`src/rtl/layer_seq_pkg.sv`:
```
// Shared types and defaults for the layer gate sequencer.
package layer_seq_pkg;

  localparam int unsigned NBITS_DEFAULT = 61;

  typedef enum logic [1:0] {
    IDLE  = 2'd0,
    ISSUE = 2'd1,
    WAIT  = 2'd2
  } state_e;

endpackage

```
`src/rtl/layer_input_mux.sv`:
```
// Selects one field element out of the packed layer input vector.
module layer_input_mux #(
  parameter int unsigned ninputs = 8,
  parameter int unsigned nbits   = 61,
  parameter int unsigned ninbits = $clog2(ninputs)
) (
  input  logic [ninputs*nbits-1:0] v_in,
  input  logic [ninbits-1:0]       sel,
  output logic [nbits-1:0]         y
);

  always_comb begin
    y = '0;
    for (int k = 0; k < int'(ninputs); k++) begin
      if (sel == ninbits'(k)) y = v_in[k*nbits +: nbits];
    end
  end

endmodule

```
`src/rtl/layer_gate_sequencer.sv`:
```
// Walks the gates of one circuit layer, issuing one add/mul per gate to a
// shared arithmetic unit and collecting the results into v_out.
module layer_gate_sequencer
  import layer_seq_pkg::*;
#(
  parameter int unsigned               ngates    = 8,
  parameter int unsigned               ninputs   = 8,
  parameter int unsigned               nbits     = NBITS_DEFAULT,
  parameter logic [ngates-1:0]         gates_mul = '0,
  parameter int unsigned               ninbits   = $clog2(ninputs),
  parameter logic [ninbits*ngates-1:0] gates_in0 = '0,
  parameter logic [ninbits*ngates-1:0] gates_in1 = '0
) (
  input  logic                       clk,
  input  logic                       rstb,
  input  logic                       en,
  input  logic [ninputs*nbits-1:0]   v_in,
  output logic [ngates*nbits-1:0]    v_out,
  output logic                       ready,
  output logic                       op_en,
  output logic                       op_mul,
  output logic [nbits-1:0]           op_a,
  output logic [nbits-1:0]           op_b,
  input  logic                       op_ready,
  input  logic [nbits-1:0]           op_result,
  output logic [$clog2(ngates):0]    gate_idx
);

  localparam int unsigned GW = $clog2(ngates) + 1;

  // Bad configurations reference a module that does not exist.
  if (ngates < 1 || ninputs < 2) begin : g_bad_size
    layer_gate_sequencer_bad_size u_bad ();
  end
  for (genvar g = 0; g < int'(ngates); g++) begin : g_chk
    if (32'(gates_in0[g*ninbits +: ninbits]) >= ninputs ||
        32'(gates_in1[g*ninbits +: ninbits]) >= ninputs) begin : g_bad_idx
      layer_gate_sequencer_bad_index u_bad ();
    end
  end

  state_e                  state_q, state_d;
  logic [GW-1:0]           gate_idx_q, gate_idx_d;
  logic                    ready_q, ready_d;
  logic                    op_en_q, op_en_d;
  logic                    op_mul_q, op_mul_d;
  logic [nbits-1:0]        op_a_q, op_a_d, op_b_q, op_b_d;
  logic [ngates*nbits-1:0] v_out_q, v_out_d;
  logic [nbits-1:0]        sel_a, sel_b;
  logic [ninbits-1:0]      in0_idx, in1_idx;
  logic                    cfg_mul;

  // NOTE: every always_comb output gets a default first so no path can infer a latch.
  always_comb begin
    state_d    = state_q;
    gate_idx_d = gate_idx_q;
    ready_d    = ready_q;
    op_en_d    = 1'b0;
    v_out_d    = v_out_q;
    case (state_q)
      IDLE: begin
        if (en) begin
          state_d    = ISSUE;
          gate_idx_d = '0;
          ready_d    = 1'b0;
          op_en_d    = 1'b1;
        end
      end
      ISSUE: state_d = WAIT;
      WAIT: begin
        if (op_ready) begin
          for (int g = 0; g < int'(ngates); g++) begin
            if (gate_idx_q == GW'(g)) v_out_d[g*nbits +: nbits] = op_result;
          end
          if (gate_idx_q == GW'(ngates - 1)) begin
            state_d = IDLE;
            ready_d = 1'b1;
          end else begin
            state_d    = ISSUE;
            gate_idx_d = gate_idx_q + GW'(1);
            op_en_d    = 1'b1;
          end
        end
      end
      default: state_d = IDLE;
    endcase
  end

  // Operands are decoded for the gate about to be issued so they register alongside op_en.
  always_comb begin
    in0_idx = '0;
    in1_idx = '0;
    cfg_mul = 1'b0;
    for (int g = 0; g < int'(ngates); g++) begin
      if (gate_idx_d == GW'(g)) begin
        in0_idx = gates_in0[g*ninbits +: ninbits];
        in1_idx = gates_in1[g*ninbits +: ninbits];
        cfg_mul = gates_mul[g];
      end
    end
  end

  layer_input_mux #(.ninputs(ninputs), .nbits(nbits), .ninbits(ninbits)) u_mux_a (
    .v_in (v_in),
    .sel  (in0_idx),
    .y    (sel_a)
  );

  layer_input_mux #(.ninputs(ninputs), .nbits(nbits), .ninbits(ninbits)) u_mux_b (
    .v_in (v_in),
    .sel  (in1_idx),
    .y    (sel_b)
  );

  always_comb begin
    op_mul_d = op_mul_q;
    op_a_d   = op_a_q;
    op_b_d   = op_b_q;
    if (op_en_d) begin
      op_mul_d = cfg_mul;
      op_a_d   = sel_a;
      op_b_d   = sel_b;
    end
  end

  // NOTE: non-blocking assignments only, so every register samples pre-edge values.
  always_ff @(posedge clk or negedge rstb) begin
    if (!rstb) begin
      state_q    <= IDLE;
      gate_idx_q <= '0;
      ready_q    <= 1'b1;
      op_en_q    <= 1'b0;
      op_mul_q   <= 1'b0;
      op_a_q     <= '0;
      op_b_q     <= '0;
      // NOTE: the result bank is reset because a reset must visibly discard partial results.
      v_out_q    <= '0;
    end else begin
      state_q    <= state_d;
      gate_idx_q <= gate_idx_d;
      ready_q    <= ready_d;
      op_en_q    <= op_en_d;
      op_mul_q   <= op_mul_d;
      op_a_q     <= op_a_d;
      op_b_q     <= op_b_d;
      v_out_q    <= v_out_d;
    end
  end

  assign v_out    = v_out_q;
  assign ready    = ready_q;
  assign op_en    = op_en_q;
  assign op_mul   = op_mul_q;
  assign op_a     = op_a_q;
  assign op_b     = op_b_q;
  assign gate_idx = gate_idx_q;

endmodule

```
`config.mk`:
```
export PLATFORM = sky130hd
export DESIGN_NAME = layer_gate_sequencer
export DESIGN_NICKNAME = d
export VERILOG_FILES = /design/src/rtl/layer_seq_pkg.sv /design/src/rtl/layer_input_mux.sv /design/src/rtl/layer_gate_sequencer.sv
export SDC_FILE = /design/constraint.sdc
export NUM_CORES = 1
export LEC_CHECK = 0
export CORE_AREA = 2 2 461 463
export DETAILED_ROUTE_END_ITERATION = 10
export DIE_AREA = 0 0 463 465
export PLACE_DENSITY = 0.3
export SETUP_SLACK_MARGIN = 0.3
export SLEW_MARGIN = 0
export SYNTH_ARGS = -nofsm -noshare
export SYNTH_HDL_FRONTEND = slang
export SYNTH_SLANG_ARGS = --single-unit
```
`constraint.sdc`:
```
create_clock -name clk -period 3.6 [get_ports clk]
set_clock_uncertainty 0.1 [all_clocks]
set_input_delay 0.36 -clock clk [delete_from_list [all_inputs] [get_ports clk]]
set_output_delay 0.36 -clock clk [all_outputs]
set_load 0.01 [all_outputs]
```
### Yosys cells after proc, flatten, opt, wreduce, memory -nomap -nowiden

Index checks and enable logic that the tools add are counted.

| storage, ports and cells | value |
|---|---|
| flip-flop bits (word level) | 557 |
| input bits | 553 |
| output and inout bits | 617 |
| logic and storage cells | 57 |

| operators by class | value |
|---|---|
| add/sub/neg operators | 1 |
| equality and inequality tests | 13 |
| muxes and demuxes | 16 |
| reductions and logical operators | 14 |

Operators with widths:

| cell | count |
|---|---|
| $reduce_and 3->1 | 8 |
| $eq 4x3->1 const B | 4 |
| $mux 4 | 3 |
| $eq 4x2->1 const B | 2 |
| $ne 2x2->1 const B | 4 |
| $pmux 4 s2 | 1 |
| $reduce_and 4->1 | 2 |
| $mux 1 | 7 |
| $pmux 2 s3 | 1 |
| $add 4x1->4 const B | 1 |
| $eq 4x1->1 const B | 1 |
| $logic_not 4->1 | 1 |
| $mux 2 | 2 |
| $pmux 1 s2 | 2 |
| $eq 2x1->1 const B | 1 |
| $eq 2x2->1 const B | 1 |
| $logic_not 2->1 | 1 |
| $reduce_and 2->1 | 1 |
| $reduce_bool 2->1 | 1 |

### Logic depth before layout (Yosys ltp)

| depth | value |
|---|---|
| depth after elaboration | 4 |
| mapped depth | 6 |
| depth with buffers taken out | 5 |

### Cells and area by module

From an unflattened synthesis, not the netlist that was laid out.

| unflattened totals | value |
|---|---|
| cell total of the unflattened synthesis | 2724 |
| area, all modules | 33025.4 µm² |

Modules (own cells, without submodules):

| module | instances | cells each | area an instance (µm²) | seq. area each (µm²) |
|---|---|---|---|---|
| layer_gate_sequencer | 1 | 1340 | 23306.1 | 15466.1 |
| layer_input_mux | 2 | 692 | 4859.7 | 0.0 |

### Worst setup path before layout

Ideal clock, no wire load.

| timing | value |
|---|---|
| path type | reg-to-reg |
| start point | register gate_idx_q[2] (netlist: gate_idx[2]) |
| end point | register v_out_q[61] (netlist: v_out[61]) |
| setup time | 0.125 ns |
| data arrival time | 1.818 ns |
| required time | 3.375 ns |
| setup slack | 1.557 ns |
| cell stages (with the launch flop) | 6 |
| path buffers | 2 |
| period minus slack after synthesis | 2.043 ns |
| cell sequence | dfrtp_1 > clkbuf_1 > or4b_4 > nor2_4 > buf_4 > mux2_2 |

| on the way | value |
|---|---|
| longest elaborated chain between the ends | 2 |

RTL lines:

| what | RTL line | text |
|---|---|---|
| from (decl) | layer_gate_sequencer.sv:43 | `logic [GW-1:0] gate_idx_q, gate_idx_d;` |
| from (signal assigned) | layer_gate_sequencer.sv:140 | `gate_idx_q <= gate_idx_d;` |
| $eq 4x1->1 | layer_gate_sequencer.sv:73 | `if (gate_idx_q == GW'(g)) v_out_d[g*nbits +: nbits] = op_result;` |
| $reduce_and 3->1 (no source line) | n/a |  |
| to (signal assigned) | layer_gate_sequencer.sv:146 | `v_out_q <= v_out_d;` |
| to (decl) | layer_gate_sequencer.sv:48 | `logic [ngates*nbits-1:0] v_out_q, v_out_d;` |

Every way passes these cells.
A chain may end at the register's enable or synchronous reset.

### Worst setup path in the final report

| timing | value |
|---|---|
| start point | register gate_idx_q[3] (netlist: gate_idx[3]) |
| end point | output port gate_idx[3] |

RTL lines:

| what | RTL line | text |
|---|---|---|
| to (decl) | layer_gate_sequencer.sv:26 | `output logic [$clog2(ngates):0] gate_idx` |

No word-level cell between the ends.

==> results <==
- Signal routing reaches up to met5.
- In the final routed layout, each cell accounts on average for 19.6 um.
- The start-to-end type of the worst setup path is reg -> out.
- The number of design-rule violations left by the first detailed-router iteration is 463.
- The slowest stage of the critical path belongs to the cell clkdlybuf4s50_1.
- The number of nets in the final layout is 2,572.
- The switching power share of the total is 31.1%.
- Setup repair after global routing left no endpoint under its margin.
- Leaving out fill and tap cells, the most frequent cells in the layout are 740 x clkdlybuf4s50_1, 556 x dfrtp_1, 481 x mux2_2, 77 x clkbuf_16, 60 x mux2_4.
- In the routed layout, each cell is associated on average with a via count of 2.85.
- The routed metal-1 wire length is 41,700 um.
- The critical path goes through clkdlybuf4s50_1.
- The post-CTS repair timing setup buffer count is 0.
- After clock tree synthesis, the repair step resized 0 gates.
- The category of the worst setup path launch point is a register.
- The run finished with clean final reports.
- The number of distinct library cell variants in the gate-level netlist after synthesis is 36.
- The design draws 27,200 uW.
- The power per standard cell area is 779 nW/um2.
- Yosys printed 0 warnings.
- The final number of max-transition violations is 0.
- The highest clock rate is 0.402 GHz.
- Detailed routing inserted a total of 13,957 vias.
- The number of buffer and inverter instances along the worst setup path is 1.
- The total clock sinks is 557.
- The post-route fraction of the period consumed by the critical path is 69.1%.
- The number of antenna violations at the first check in global routing came to 17.
- In the final timing run, aggregate negative setup slack is 0 ns.
- The maximum vdd drop is 0.449 mV.
- The part of the total power dissipated in sequential elements is 35.2%.
- Wires add up to 95,800 um.
- The slew at the pin closest to its max-slew limit is 0.921 ns.
- The count of buffers added on input and output ports is 741.
- For this design the total switching power over the nets is 8440 uW.
- The first global-routing pass estimated 134,000 um of wire.
- The worst max-slew margin expressed relative to the limit is 38.6%.
- The H-tree depth is 3.
- Synthesis inferred 557 register bits.
- The number of search-and-repair iterations in the first detailed-routing pass is 4.
- The post-synthesis instance total is 1,272.
- Buffers inserted to repair hold after CTS numbered 1.
- The biggest fanout along the worst timing path is 9.
- The post-route netlist has 34.4% of its cells at a drive strength greater than 1.
- The min-delay analysis places its worst path in the category in -> reg.
- Row generation in the floorplan step produced 169 rows.
- The number of hold violations in the final report came to 0.
- Sequential cells were found to cover 64.8% of the synthesized design area.
- The buffer type at the clock tree root is clkbuf_16.
- The overall fraction of global-route tracks in use is 8.81%.
- The buffer levels on the longest clock path is 3.
- The die height is 465 um.
- The met3 wire length is 10,100 um.
- The detailed placer's ending HPWL is 70,000 um.
- The number of buffers created by CTS is 76.
- The post-synthesis net count is 1,829.
- TritonCTS built the clock tree.
- The final routed DRC violation total is 0.
- The final-report setup violation count is 0.
- The area growth from synthesis to layout is 62.2%.
- After detailed routing, the met2 layer carries 41,200 um of wire.
- At the worst endpoint, the arrival time is 2.03 ns.
- The part of the total power dissipated in combinational logic is 36.6%.
- The floorplan step defined a die boundary enclosing 215,000 um2.
- The cell area that synthesis handed to floorplanning was 21,500 um2.
- The core region is 211,000 um2.
- The residual antenna-violating net count after detailed routing is 0.
- The later pin in the worst-skew pair is clocked with a latency of 0.66 ns.
- The number of global-route vias before repair came to 15,675.
- The maximum single-stage delay on the critical path is 0.83 ns.
- After clock tree synthesis, the clock-pin slew on the worst setup and hold paths is 0.06 ns.
- After global routing the overflow that remains totals 0.
- During I/O placement, the number of pins put on the boundary was 1,170.
- The relative contribution of the clock network to total power is 28.3%.
- The internal power is 18,700 uW.
- Data on the critical path is required at its endpoint by 3.14 ns.
- Leaving out fill and tap cells, the most frequent cell in the layout is clkdlybuf4s50_1.
- The standby leakage power is 0.0147 uW.
- The mean post-synth cell area is 16.9 um2.
- The kind of cell adding the most delay to the critical path is buffers and inverters.
- The die is 463 um wide.
- The initial utilization of the core area, before any placement, comes to 10.2%.
- Entering global routing, the biggest net connects 70 pins.
- The weighted congestion reported at the end of routability-driven placement is 0.740.
- The element type at the critical path end is an output pin.
- The clock period minus final worst setup slack is 2.49 ns.
- The number of maximum-capacitance constraint violations is 0.
- The worst register-to-register path has a setup slack of 1.12 ns.
power by group through the flow:
stage | sequential [uW] | combinational (uW) | clock, uW
floorplan | 10300 | 3150 | 0
finish | 9550 | 9930 | 7670
global placement | 9610 | 10100 | 0
CTS | 9610 | 10100 | 8080
detailed placement | 9660 | 10100 | 0
global route | 9870 | 10500 | 8290
state kept, by name (all words and copies together), names as in the netlist:
name      cells
gate_idx      4
op_en         1
op_b         61
state_q       2
v_out       488
ready         1
per-layer routing:
metal  up-vias  track usage [%]
li1       5946                -
met5         -                0
met3       129             4.16
met4        10             3.06
met1      7159             10.9
met2       713             13.3
final cells by class:
type	count	area, um2
Clock inverter	16	283
Tap cell	2821	3530
Sequential cell	557	13900
Clock buffer	119	2290
Timing Repair Buffer	786	8040
Fill cell	23019	176000
Inverter	4	15.0
Multi-Input combinational cell	590	6760
Antenna cell	5	12.5
worst paths after layout:
kind,startpoint,to,cells after the start
worst max register to register,state_q[0]$_DFFE_PN0P_,v_out[62]$_DFFE_PN0P_,5
min in group asynchronous,rstb,v_out[251]$_DFFE_PN0P_,2
max in group asynchronous,rstb,op_b[15]$_DFFE_PN0P_,3
worst min-delay path,v_in[10],op_b[10]$_DFFE_PN0P_,2
worst max-delay path,gate_idx[3]$_DFFE_PN0P_,gate_idx[3],1
worst min register to register,v_out[65]$_DFFE_PN0P_,v_out[65]$_DFFE_PN0P_,1
synthesized netlist by cell type:
cell,count,share of area [%]
and3b_1,1,0.041
o211ai_1,1,0.035
o221ai_1,1,0.041
nor2_1,3,0.052
buf_4,74,2.6
mux2_4,60,4.2
nor2_4,2,0.10
nand2b_1,1,0.029
nand4_1,1,0.029
a32o_1,1,0.047
mux2_1,9,0.47
nand3b_1,1,0.035
or3b_2,1,0.041
inv_1,4,0.070
clkbuf_1,9,0.16
buf_6,6,0.31
nand3_1,2,0.047
o21ai_0,3,0.070
and4b_1,1,0.047
or3b_1,1,0.041
nor2b_1,1,0.029
o21ai_2,1,0.041
mux2_2,481,25
dfrtp_1,556,65
nand4bb_1,1,0.052
buf_2,32,0.74
or4b_4,1,0.064
nand2_1,5,0.087
or4_1,1,0.035
ha_1,4,0.23
or2_2,1,0.029
dfstp_2,1,0.12
mux2i_1,2,0.093
nor3b_2,1,0.058
conb_1,1,0.017
and4_1,1,0.041
through the flow:
step	area [um2]	hold slack (ns)	utilization, %	setup WS [ns]	cells
global route	34900	0.114	16.5	0.976	4894
floorplan	21500	-0.0356	-	1.56	1272
CTS	34900	0.0793	16.5	0.908	4893
finish	34900	0.177	16.5	1.11	4898
detailed placement	32300	0.381	15.3	0.589	4757
global placement	32300	0.366	15.3	0.624	4757
cell families (layout without fill, tap and decap cells):
kind of cell    count (synthesis)  count (layout)  share of synthesized area, %
fa+ha+maj                       4               4                         0.233
simple gates                   26              26                         0.861
mux                           552             552                          29.9
compound gates                  7               7                         0.233
other cells                     1               6                        0.0174
flops                         557             557                          64.8
buf+inv                       125             925                          3.87
Power figures use the tool's default switching activity.
